**src/rtl/rr_decode_arbiter_if.sv**
```systemverilog
// rtl/rr_decode_arbiter_if.sv - request/grant bundle between requesters and the round-robin arbiter
interface rr_decode_arbiter_if #(
    parameter int BITS = 3
);
    localparam int N = 1 << BITS;

    logic [N-1:0]    req;
    logic            gnt_valid;
    logic [BITS-1:0] gnt_idx;
    logic [N-1:0]    gnt_oh;
    logic            preempt;

    modport master (
        output req,
        input  gnt_valid, gnt_idx, gnt_oh, preempt
    );

    modport slave (
        input  req,
        output gnt_valid, gnt_idx, gnt_oh, preempt
    );
endinterface

```
**src/rtl/rr_decode_arbiter.sv**
```systemverilog
// rtl/rr_decode_arbiter.sv - round-robin arbiter with binary owner index, one-hot decode and hold-limit preemption
module rr_decode_arbiter #(
    parameter int BITS     = 3,
    parameter int HOLD_MAX = 4
) (
    input  logic               clk,
    input  logic               rst_n,
    rr_decode_arbiter_if.slave arb
);
    localparam int N    = 1 << BITS;
    localparam int HC_W = (HOLD_MAX > 1) ? $clog2(HOLD_MAX) : 1;
    localparam logic [HC_W-1:0] HOLD_LAST = HC_W'(HOLD_MAX - 1);

    if (BITS < 1) begin : g_bits_check
        $error("rr_decode_arbiter: BITS must be at least 1");
    end
    if (HOLD_MAX < 1) begin : g_hold_check
        $error("rr_decode_arbiter: HOLD_MAX must be at least 1");
    end

    typedef enum logic {IDLE, GRANT} state_t;

    state_t          state_q, state_d;
    logic            valid_q, valid_d;
    logic [BITS-1:0] idx_q, idx_d;
    logic [BITS-1:0] ptr_q, ptr_d;
    logic [HC_W-1:0] hold_q, hold_d;
    logic            preempt_q, preempt_d;

    logic [N-1:0]    owner_oh;
    logic [N-1:0]    cand;
    logic [BITS-1:0] winner;
    logic            found;
    logic            expired;

    assign owner_oh = N'(1) << idx_q;
    assign expired  = (hold_q == HOLD_LAST);

    // While granted, ptr always equals owner+1, so masking the owner yields the "others" search.
    assign cand = (state_q == GRANT) ? (arb.req & ~owner_oh) : arb.req;

    always_comb begin : search
        logic [BITS-1:0] probe;
        winner = '0;
        found  = 1'b0;
        probe  = ptr_q;
        for (int i = 0; i < N; i++) begin
            probe = ptr_q + BITS'(i);
            if (!found && cand[probe]) begin
                winner = probe;
                found  = 1'b1;
            end
        end
    end

    always_comb begin
        state_d   = state_q;
        valid_d   = valid_q;
        idx_d     = idx_q;
        ptr_d     = ptr_q;
        hold_d    = hold_q;
        preempt_d = 1'b0;
        case (state_q)
            IDLE: begin
                if (found) begin
                    state_d = GRANT;
                    valid_d = 1'b1;
                    idx_d   = winner;
                    ptr_d   = winner + BITS'(1);
                    hold_d  = '0;
                end
            end
            GRANT: begin
                if (!arb.req[idx_q]) begin
                    // Release takes priority over a coincident expiry.
                    if (found) begin
                        idx_d  = winner;
                        ptr_d  = winner + BITS'(1);
                        hold_d = '0;
                    end else begin
                        state_d = IDLE;
                        valid_d = 1'b0;
                        hold_d  = '0;
                    end
                end else if (expired) begin
                    hold_d = '0;
                    if (found) begin
                        idx_d     = winner;
                        ptr_d     = winner + BITS'(1);
                        preempt_d = 1'b1;
                    end
                end else begin
                    hold_d = hold_q + HC_W'(1);
                end
            end
            default: state_d = IDLE;
        endcase
    end

    always_ff @(posedge clk or negedge rst_n) begin
        if (!rst_n) begin
            state_q   <= IDLE;
            valid_q   <= 1'b0;
            idx_q     <= '0;
            ptr_q     <= '0;
            hold_q    <= '0;
            preempt_q <= 1'b0;
        end else begin
            state_q   <= state_d;
            valid_q   <= valid_d;
            idx_q     <= idx_d;
            ptr_q     <= ptr_d;
            hold_q    <= hold_d;
            preempt_q <= preempt_d;
        end
    end

    assign arb.gnt_valid = valid_q;
    assign arb.gnt_idx   = idx_q;
    assign arb.preempt   = preempt_q;
    assign arb.gnt_oh    = valid_q ? owner_oh : '0;

    a_onehot: assert property (@(posedge clk) disable iff (!rst_n)
        $onehot0(arb.gnt_oh));

    a_req_backed: assert property (@(posedge clk) disable iff (!rst_n)
        valid_q |-> ($past(arb.req[idx_q]) || (idx_q != $past(idx_q)) || !$past(valid_q)));

    a_preempt_owner: assert property (@(posedge clk) disable iff (!rst_n)
        preempt_q |-> $past(valid_q));
endmodule

```
**src/flat_wrapper.sv**
```systemverilog
// flat-port wrapper written by rule: the top's interface ports become plain ports
module rr_decode_arbiter_flat 
#(
    parameter int BITS     = 3,
    parameter int HOLD_MAX = 4
)
  (clk, rst_n, arb_req, arb_gnt_valid, arb_gnt_idx, arb_gnt_oh, arb_preempt);
  rr_decode_arbiter_if #(.BITS(BITS)) arb_i ();
  input  logic clk;
  input  logic rst_n;
  input wire logic [$bits(arb_i.req)-1:0] arb_req;
  output wire logic [$bits(arb_i.gnt_valid)-1:0] arb_gnt_valid;
  output wire logic [$bits(arb_i.gnt_idx)-1:0] arb_gnt_idx;
  output wire logic [$bits(arb_i.gnt_oh)-1:0] arb_gnt_oh;
  output wire logic [$bits(arb_i.preempt)-1:0] arb_preempt;
  assign arb_i.req = arb_req;
  assign arb_gnt_valid = arb_i.gnt_valid;
  assign arb_gnt_idx = arb_i.gnt_idx;
  assign arb_gnt_oh = arb_i.gnt_oh;
  assign arb_preempt = arb_i.preempt;
  rr_decode_arbiter #(.BITS(BITS), .HOLD_MAX(HOLD_MAX)) u_core (.clk(clk), .rst_n(rst_n), .arb(arb_i));
endmodule
```
**config.mk**
```make
export PLATFORM = sky130hd
export DESIGN_NAME = rr_decode_arbiter_flat
export DESIGN_NICKNAME = d
export VERILOG_FILES = /design/src/rtl/rr_decode_arbiter_if.sv /design/src/rtl/rr_decode_arbiter.sv /design/src/flat_wrapper.sv
export SDC_FILE = /design/constraint.sdc
export NUM_CORES = 1
export LEC_CHECK = 0
export ABC_AREA = 0
export CAP_MARGIN = 20
export CORE_MARGIN = 8
export CORE_UTILIZATION = 30
export CTS_CLUSTER_SIZE = 24
export DETAILED_ROUTE_END_ITERATION = 10
export PLACE_DENSITY = 0.5
export SYNTH_ARGS = -nofsm -noshare
export SYNTH_HDL_FRONTEND = slang
export SYNTH_SLANG_ARGS = --single-unit
```
**constraint.sdc**
```tcl
create_clock -name clk -period 4.3 [get_ports clk]
set_input_delay 0.86 -clock clk [delete_from_list [all_inputs] [get_ports clk]]
set_output_delay 0.86 -clock clk [all_outputs]
set_load 0.005 [all_outputs]
```
==> Word level (Yosys, flattened, before mapping) <==
Index checks and enable logic that the tools add are counted.
{ "totals": {"ff_bits": 11, "input_bits": 10, "output_inout_bits": 13} }
{ "classes": {"addsub": 9, "magnitude_cmp": 9, "eq_ne": 5, "n_shift": 1, "muxes": 58, "bitwise": 3, "n_reduce_logical": 15} }
{ "ops": {"columns": ["operator", "count"], "rows": [
  ["$mux W3", 14],
  ["$lt A3 B4 Y1 const B", 9],
  ["$bmux W1 S3", 9],
  ["$mux W1", 25],
  ["$mux W8", 2],
  ["$add A3 B3 Y3 const B", 4],
  ["$pmux W3 S2", 2],
  ["$and A8 B8 Y8", 1],
  ["$not A8 Y8", 1],
  ["$shl A1 B3 Y8 const A", 1],
  ["$logic_and A1 B1 Y1", 7],
  ["$logic_not A1 Y1", 7],
  ["$add A3 B1 Y3 const B", 2],
  ["$add A3 B2 Y3 const B", 2],
  ["$mux W2", 3],
  ["$ne A2 B2 Y1 const B", 2],
  ["$pmux W1 S2", 2],
  ["$pmux W2 S2", 1],
  ["$ne A3 B3 Y1 const B", 1],
  ["$reduce_and A3 Y1", 1],
  ["$add A2 B1 Y2 const B", 1],
  ["$eq A2 B2 Y1 const B", 1],
  ["$ne A2 B1 Y1 const B", 1],
  ["$not A1 Y1", 1]
]} }

==> Logic depth before layout (Yosys ltp) <==
{ "logic_depth": {"ltp_word": 33, "ltp_mapped": 14, "mapped_depth_nobuf": 12} }

==> Worst setup path after synthesis <==
Ideal clock, no wire load.
{ "synth_path": {"path_type": "register to register", "startpoint": "register u_core.ptr_q[0]", "endpoint": "register u_core.ptr_q[2]", "setup_time_ns": 0.131, "t_arrival_ns": 3.170, "setup_slack_ns": 0.999, "stages_incl_launch_ff": 14, "path_cell_list": "dfrtp_1 buf_6 buf_12 inv_1 ha_1 clkbuf_1 mux4_2 nor2_1 and4b_1 o32ai_2 o21ai_1 ha_1 nor4bb_1 or3_1"} }
{ "synth_between": {"elab_chain_cells": 29, "word_cells_on_any_way": 58, "classes_between": "add/sub (8); mux (36); reduce/logical (14)"} }
{ "synth_lines": {"columns": ["item", "line_no", "text"], "rows": [
  ["start: declaration", "rr_decode_arbiter.sv:26", "logic [BITS-1:0] ptr_q, ptr_d;"],
  ["start signal: assignment", "rr_decode_arbiter.sv:112", "ptr_q <= ptr_d;"],
  ["parallel branches: the longest is 23 deep, another holds $add A3 B1 Y3", null, null],
  ["$mux W3 (*)", "rr_decode_arbiter.sv:49", "if (!found && cand[probe]) begin"],
  ["via u_core.winner[1]", "rr_decode_arbiter.sv:32", "logic [BITS-1:0] winner;"],
  ["$add A3 B1 Y3 (*)", "rr_decode_arbiter.sv:69, rr_decode_arbiter.sv:78, rr_decode_arbiter.sv:89", null],
  ["$mux W3 (*)", "rr_decode_arbiter.sv:65, rr_decode_arbiter.sv:76, rr_decode_arbiter.sv:87", null],
  ["$mux W3", "rr_decode_arbiter.sv:85", "end else if (expired) begin"],
  ["$mux W3", "rr_decode_arbiter.sv:74", "if (!arb.req[idx_q]) begin"],
  ["$pmux W3 S2 (*)", "rr_decode_arbiter.sv:63", "case (state_q)"]
]} }
Mark *: on every way through the listed nets, which the timed path passes. The select of a mux whose other input is x is not followed.
A chain may end at the register's enable or synchronous reset.

==> Worst setup path after layout <==
{ "layout_path": {"startpoint": "input port arb_req[4]", "endpoint": "register u_core.ptr_q[2]"} }
{ "layout_between": {"elab_chain_cells": 31, "word_cells_on_any_way": 56, "classes_between": "add/sub (1); eq/ne (1); mux (39); bitwise (1); reduce/logical (14)"} }
{ "layout_lines": {"columns": ["item", "line_no", "text"], "rows": [
  ["start: declaration", "flat_wrapper.sv:11", "input wire logic [$bits(arb_i.req)-1:0] arb_req;"],
  ["$and A8 B8 Y8", "rr_decode_arbiter.sv:40", "assign cand = (state_q == GRANT) ? (arb.req & ~owner_oh) : arb.req;"],
  ["$mux W8 (*)", "rr_decode_arbiter.sv:40", null],
  ["$bmux W1 S3", "rr_decode_arbiter.sv:49", null],
  ["$mux W1 (not written as such)", "rr_decode_arbiter.sv:49", null],
  ["$mux W1", "rr_decode_arbiter.sv:49", null],
  ["$logic_not A1 Y1", "rr_decode_arbiter.sv:49", null],
  ["$logic_and A1 B1 Y1", "rr_decode_arbiter.sv:49", null],
  ["$mux W1", "rr_decode_arbiter.sv:49", null],
  ["[16 not listed]", null, null],
  ["$logic_and A1 B1 Y1", "rr_decode_arbiter.sv:49", null],
  ["$mux W3 (*)", "rr_decode_arbiter.sv:49", null],
  ["via u_core.winner[1]", "rr_decode_arbiter.sv:32", null],
  ["$add A3 B1 Y3 (*)", "rr_decode_arbiter.sv:69, rr_decode_arbiter.sv:78, rr_decode_arbiter.sv:89", null],
  ["$mux W3 (*)", "rr_decode_arbiter.sv:65, rr_decode_arbiter.sv:76, rr_decode_arbiter.sv:87", null],
  ["$mux W3", "rr_decode_arbiter.sv:85", null],
  ["$mux W3", "rr_decode_arbiter.sv:74", null],
  ["$pmux W3 S2 (*)", "rr_decode_arbiter.sv:63", null]
]} }
The timed path passes the listed nets; every way through them passes the cells marked *. The select of a mux whose other input is x is not followed.

==> results.cfg <==
[clock_network]
cts_num_sinks = 11
number_of_resized_instances_in_the_post_cts_repair_step = 0
clkLatencyLatePin_ns = 0.24
clock-root-buffer = sky130_fd_sc_hd__clkbuf_8
ctsLongestPathBuffers = 2
cts_buffer_count = 3
cts_hold_repair.buffers = 0
htreeDepth = 1
cts_post_setup_buffers_inserted = 0
clk_pin_slew_ns = 0.05
tritoncts = yes

[sta]
clock-skew-final_ns = 0.00280
fin_tns_setup_ns = 0
transition_time_of_the_tightest_slew_check_pin_ns = 0.728
max_transition_margin_pct = 51.5
setup_violating_endpoint_count_in_the_final_report = 0
rsz0062_at_grt = no
timing.fmax_mhz = 270
min_period_over_period_pct = 86.1
max_slew_violation_total_from_the_final_report = 0
hold_violations = 0
min_period_ns = 3.70

[critical_path]
setup.reg_to_reg.worst_slack_ns = 0.94
worst_ep_arrival_time_ns = 3.82
worst_setup_path_start_kind = primary input
cp_capture_type = flip-flop
setup.worst_path.end = u_core.ptr_q[2]$_DFFE_PN0P_
worst-endpoint-required_ns = 4.42
critPathKind = primary input to flip-flop
startpoint = arb_req[4]
worst_r2r_endpoint = u_core.ptr_q[2]$_DFFE_PN0P_
r2r-start = u_core.arb.gnt_idx[0]$_DFFE_PN0P_
timing.reg2reg.worst_path_depth = 10
path_max_fanout = 5

[floorplan]
fp.coreArea_um2 = 5960
horiz_die_dim_um = 94.7
floorplan.die_area_um2 = 8960
starting_density_of_the_core_pct = 31.2
boundaryPins = 23
die_height_um = 94.7
std_cell_rows = 28

[detailed_routing]
vias = 1738
first_pass_iteration_count_of_the_detailed_router = 4
antenna_left = 0
route.detailed.drc = 0
route.detailed.wl_per_inst_um = 17.9
viasPerCell = 5.79
drt-initial-drc-count = 138
routed_wirelength_mm = 5.37

[finish]
layout.filler_cells = 609
nNetsFinal = 240
most_frequent_standard_cell_in_the_layout_excluding_fill_and_tap_cells = sky130_fd_sc_hd__nand2_1
drive_gt1_share_pct = 17.8
antennaDiodeCount = 0
layout.cells.most_common_list = sky130_fd_sc_hd__nand2_1 (25), sky130_fd_sc_hd__clkdlybuf4s50_1 (22), sky130_fd_sc_hd__nor2_1 (20), sky130_fd_sc_hd__dfrtp_1 (11), sky130_fd_sc_hd__mux4_2 (8)
area.growth.synth_to_final_pct = 15.4

[yosys]
synthesized_netlist_cell_count = 209
yosys_most_used_dff = sky130_fd_sc_hd__dfrtp_1
synth_edf_count = 0
async_reset_ff_share_pct = 100
syn-cell-area_um2 = 1860
yosys_register_bits = 11
synthTopCellsByArea = sky130_fd_sc_hd__dfrtp_1 (15%), sky130_fd_sc_hd__mux4_2 (9.7%), sky130_fd_sc_hd__nand2_1 (5.1%)
yosys.area.top_type_share_pct = 14.8
synth_warn = 0
synth_seq_area_share_pct = 14.8
syn-num-nets = 223
synth_top_area_cell = sky130_fd_sc_hd__dfrtp_1
synthDistinctLibCells = 71
syn-mean-instance-area_um2 = 8.88

[global_route]
grt_pass1_wl_mm = 8.54
globalRoute.totalOverflow = 0
number_of_antenna_violations_at_the_first_check_in_global_routing = 0
groute.usage.overall_pct = 12.0
grt_max_degree = 18
grt_pass1_vias = 1590

[status]
result_of_the_run = completed

[worst_hold_path]
hold_path_class = flip-flop to flip-flop

[place]
placement.io_buffers = 22
routabilityCongestion = 0.878
dp.final_hpwl_mm = 4.15

[run]
cap_violations = 0
==> critical path: stages <==
cell and delay (ns):
sky130_fd_sc_hd__clkdlybuf4s50_1 0.48, sky130_fd_sc_hd__mux2_1 0.39, sky130_fd_sc_hd__o21a_4 0.16, sky130_fd_sc_hd__mux4_2 0.55
sky130_fd_sc_hd__nor2_1 0.15, sky130_fd_sc_hd__and4b_1 0.22, sky130_fd_sc_hd__o32ai_2 0.23, sky130_fd_sc_hd__o21ai_1 0.12
sky130_fd_sc_hd__ha_1 0.20, sky130_fd_sc_hd__nor4bb_1 0.12, sky130_fd_sc_hd__or3_1 0.35
==> layer usage <==
layer | vias to the layer above | track usage (%) | share of wire (%)
met3 | 9 | 1.35 | 6.1
met1 | 840 | 16.2 | 47
met4 | 0 | 5.85 | 2.5
met2 | 57 | 18.5 | 44
met5 | - | 0 | 0
li1 | 832 | - | -
==> cell usage after synthesis, types with 3 or more instances <==
cell type	instances
sky130_fd_sc_hd__o21ai_1	3
sky130_fd_sc_hd__clkbuf_1	6
sky130_fd_sc_hd__nand2_1	25
sky130_fd_sc_hd__nand2b_1	4
sky130_fd_sc_hd__inv_1	5
sky130_fd_sc_hd__ha_1	4
sky130_fd_sc_hd__buf_6	3
sky130_fd_sc_hd__dfrtp_1	11
sky130_fd_sc_hd__nand3_1	4
sky130_fd_sc_hd__o211ai_1	3
sky130_fd_sc_hd__nor3_1	5
sky130_fd_sc_hd__buf_4	4
sky130_fd_sc_hd__mux4_2	8
sky130_fd_sc_hd__nor2_1	20
sky130_fd_sc_hd__a21oi_1	7
sky130_fd_sc_hd__a31oi_1	6
sky130_fd_sc_hd__o22ai_1	3
sky130_fd_sc_hd__a21o_1	5
sky130_fd_sc_hd__mux2i_1	7
sky130_fd_sc_hd__o21a_1	5
sky130_fd_sc_hd__nor2b_1	3
sky130_fd_sc_hd__o21ai_0	5
==> worst min-delay path by stage <==
stage | end | start | cells after the start | slack (ns)
finish | u_core.hold_q[1]$_DFFE_PN0P_ | u_core.hold_q[1]$_DFFE_PN0P_ | 1 | 0.50
global route | u_core.hold_q[1]$_DFFE_PN0P_ | u_core.hold_q[1]$_DFFE_PN0P_ | 1 | 0.51
CTS | u_core.hold_q[1]$_DFFE_PN0P_ | u_core.hold_q[1]$_DFFE_PN0P_ | 1 | 0.50
floorplan | u_core.hold_q[1]$_DFFE_PN0P_ | u_core.hold_q[1]$_DFFE_PN0P_ | 1 | 0.47
detailed placement | u_core.hold_q[1]$_DFFE_PN0P_ | u_core.hold_q[1]$_DFFE_PN0P_ | 1 | 0.49
global placement | u_core.hold_q[1]$_DFFE_PN0P_ | u_core.hold_q[1]$_DFFE_PN0P_ | 1 | 0.49
==> layout make-up <==
class                      count  area [um2]  area share [%]
timing repair buffer          27         258            12.0
inverter                       6        22.5            1.05
sequential                    11         275            12.8
clock buffer                   3        41.3            1.93
clock inverter                 1        5.00           0.234
multi-input combinational    177        1450            67.5
tap                           75        93.8            4.38
==> cells by family after synthesis <==
group	Yosys count	share of synthesized area, %
AO/OA/AOI/OAI	67	29.8
XOR/XNOR	7	5.53
adder cells (fa/ha/maj)	4	2.70
buffers and inverters	21	7.21
flip-flops	11	14.8
multiplexers	21	18.1
AND/OR/NAND/NOR	78	21.9
==> state kept, by name (all words and copies together), names as in the netlist <==
| signal | flops |
|---|---|
| u_core.ptr_q | 3 |
| u_core.arb.gnt_valid | 1 |
| u_core.arb.gnt_idx | 3 |
| u_core.state_q | 1 |
| u_core.arb.preempt | 1 |
| u_core.hold_q | 2 |
==> stage by stage <==
stage	std cells	util [%]	hold WS (ns)	setup WS, ns	cell area [um2]
after CTS	300	36.0	0.503	0.594	2140
after detailed placement	296	35.2	0.491	0.352	2100
final	300	36.0	0.497	0.599	2140
after global placement	296	35.2	0.486	0.340	2100
after floorplan	209	-	0.470	0.999	1860
after global routing	300	36.0	0.512	0.482	2140
Power is left out: the tool's default activity adds up to more than one toggle a clock period on the data nets, which glitch-free logic cannot reach.
==> RTL edit, RTL diff (same flow settings) <==
`BITS` is set to 3 in 3 places; all go to 4.
--- a/src/rtl/rr_decode_arbiter_if.sv
+++ b/src/rtl/rr_decode_arbiter_if.sv
@@ -2,3 +2,3 @@
 interface rr_decode_arbiter_if #(
-    parameter int BITS = 3
+    parameter int BITS = 4
 );
--- a/src/rtl/rr_decode_arbiter.sv
+++ b/src/rtl/rr_decode_arbiter.sv
@@ -2,3 +2,3 @@
 module rr_decode_arbiter #(
-    parameter int BITS     = 3,
+    parameter int BITS     = 4,
     parameter int HOLD_MAX = 4
--- a/src/flat_wrapper.sv
+++ b/src/flat_wrapper.sv
@@ -3,3 +3,3 @@
 #(
-    parameter int BITS     = 3,
+    parameter int BITS     = 4,
     parameter int HOLD_MAX = 4
Ports: changed (resized arb_gnt_idx, arb_gnt_oh and arb_req); port bits go from 23 to 40. No check against the original RTL was run, so the function may have changed too.
==> RTL edit against the unedited design <==
Critical path depth up 2; synthesized area up 130%; utilization up 8.9 points; worst setup slack worse by 510 ps; sequential share of layout area down 7.5 points; non-clock buffer count up 178; final area rose to 2.9 times the old value; routed wire length rose to 3.6 times the old value; sequential cell count up 2; critical path type unchanged; critical endpoint is now u_core.ptr_q[3]$_DFFE_PN0P_.
Power is not shown: default switching activity piles up to over one toggle a cycle in this logic, so the estimate is an artifact.
==> RTL edit: results (changes against the unedited design) <==
Drt
  • Vias: 5397 (+210%)
  • DRT iter0 DRCs: 592 (+330%)
  • Met2 wire length: 8670 µm (+260%)
  • WL met3: 1620 µm (+390%)
  • DR vias/cell: 6.05 (+4.4%)
  • Final WL: 19300 µm (+260%)
  • Drt pass-1 iters: 5 (+1)
  • WL met1: 8250 µm (+230%)

Critical path
  • FF-to-FF setup slack: 130 ps (-810 ps)
  • CP top delay family: compound AO/OA/AOI/OAI gates
  • Reg2Reg Depth: 15 (+5)
  • Critical path arrival: 4380 ps (+560 ps)
  • Critical path's slowest cell: clkdlybuf4s50_1
  • R2r endpoint: u_core.ptr_q[3]$_DFFE_PN0P_

Worst hold path
  • Hold Crit Class: flip-flop to flip-flop
  • Hold EP: u_core.hold_q[0]$_DFFE_PN0P_
  • Worst Hold Launch: u_core.hold_q[0]$_DFFE_PN0P_

Clock network
  • Root Buffer: clkbuf_16
  • Postcts setup bufs: 1 (+1)
  • TritonCTS Buffers: 3 (unchanged)
  • CTS HTree Levels: 1 (unchanged)
  • CTS resizes: 13 (+13)
  • Clock Path Buffers: 2 (unchanged)

GRT
  • Total GRT Usage: 20.6% (+8.6 points)
  • Routing usage on met1: 27.2% (+11 points)
  • Pin count of the biggest net entering global routing: 25 (+7)
  • First-pass GRT wire length: 29600 µm (+250%)
  • M3 GR Usage: 3.38% (+2.0 points)
  • Vias in the first global route: 5312 (+230%)
  • Busiest grt layer: met2
  • GRT met2 Usage: 32.7% (+14 points)

Final layout
  • Share of layout cells above drive strength 1: 39.0% (+21 points)
  • Fillers: 1351 (+120%)
  • # nets final: 740 (+210%)

Synth
  • Syn Inst Count: 544 (+160%)
  • Synthesized-area fraction occupied by adder cells: 2.66% (-0.034 points)
  • Sequential share of the synthesized area: 7.69% (-7.1 points)
  • Proportion of synthesized area in mux cells: 22.6% (+4.6 points)
  • Synth top cells by count: nand2_1, nor2_1, a21oi_1
  • Post-synthesis compound-gate area fraction: 35.0% (+5.2 points)
  • Net Count, Synth: 571 (+160%)
  • Post-Synth XOR/XNOR Area: 3.70% (-1.8 points)
  • Synth cell types: 91 (+28%)
  • Most area-consuming cells after synthesis: mux4_2, dfrtp_1, mux2i_1

Placed design
  • Dpl ws: -441 ps (-793 ps)
  • Global placement routability congestion: 0.984 (+12%)
  • Dpl hpwl: 15700 µm (+280%)
  • IO Port Bufs: 39 (+77%)
  • Area after DPL: 0.00584 mm² (+180%)
  • Placed cell count: 883 (+200%)

Timing
  • Worst Tran Pin Value: 682 ps (-45.2 ps)
  • Worst hold margin: 510 ps (+12.9 ps)
  • Clock Skew: 1.29 ps (-1.51 ps)

Run status
  • Status: finished, final reports clean
## RTL edit: worst max path at each step
stage                     slack [ps]                          end  cells after the start                              start
after floorplan                   -9  u_core.ptr_q[2]$_DFFE_PN0P_                     20        u_core.ptr_q[2]$_DFFE_PN0P_
after global placement          -450  u_core.ptr_q[3]$_DFFE_PN0P_                     15                         arb_req[5]
after detailed placement        -440  u_core.ptr_q[3]$_DFFE_PN0P_                     15                         arb_req[5]
after CTS                          7  u_core.ptr_q[3]$_DFFE_PN0P_                     14                        arb_req[13]
after global routing             -30  u_core.ptr_q[3]$_DFFE_PN0P_                     15  u_core.arb.gnt_idx[0]$_DFFE_PN0P_
final                             90  u_core.ptr_q[3]$_DFFE_PN0P_                     13                         arb_req[4]
## RTL edit: cell type report
type                    instances  area (µm²)  share of cell area, %
well taps                     180         225                   3.63
repair buffers                205        1660                   26.8
multi-input cells             480        3870                   62.3
clock buffers                   4        78.8                   1.27
inverters                      10        37.5                  0.605
flip-flops and latches         13         330                   5.33
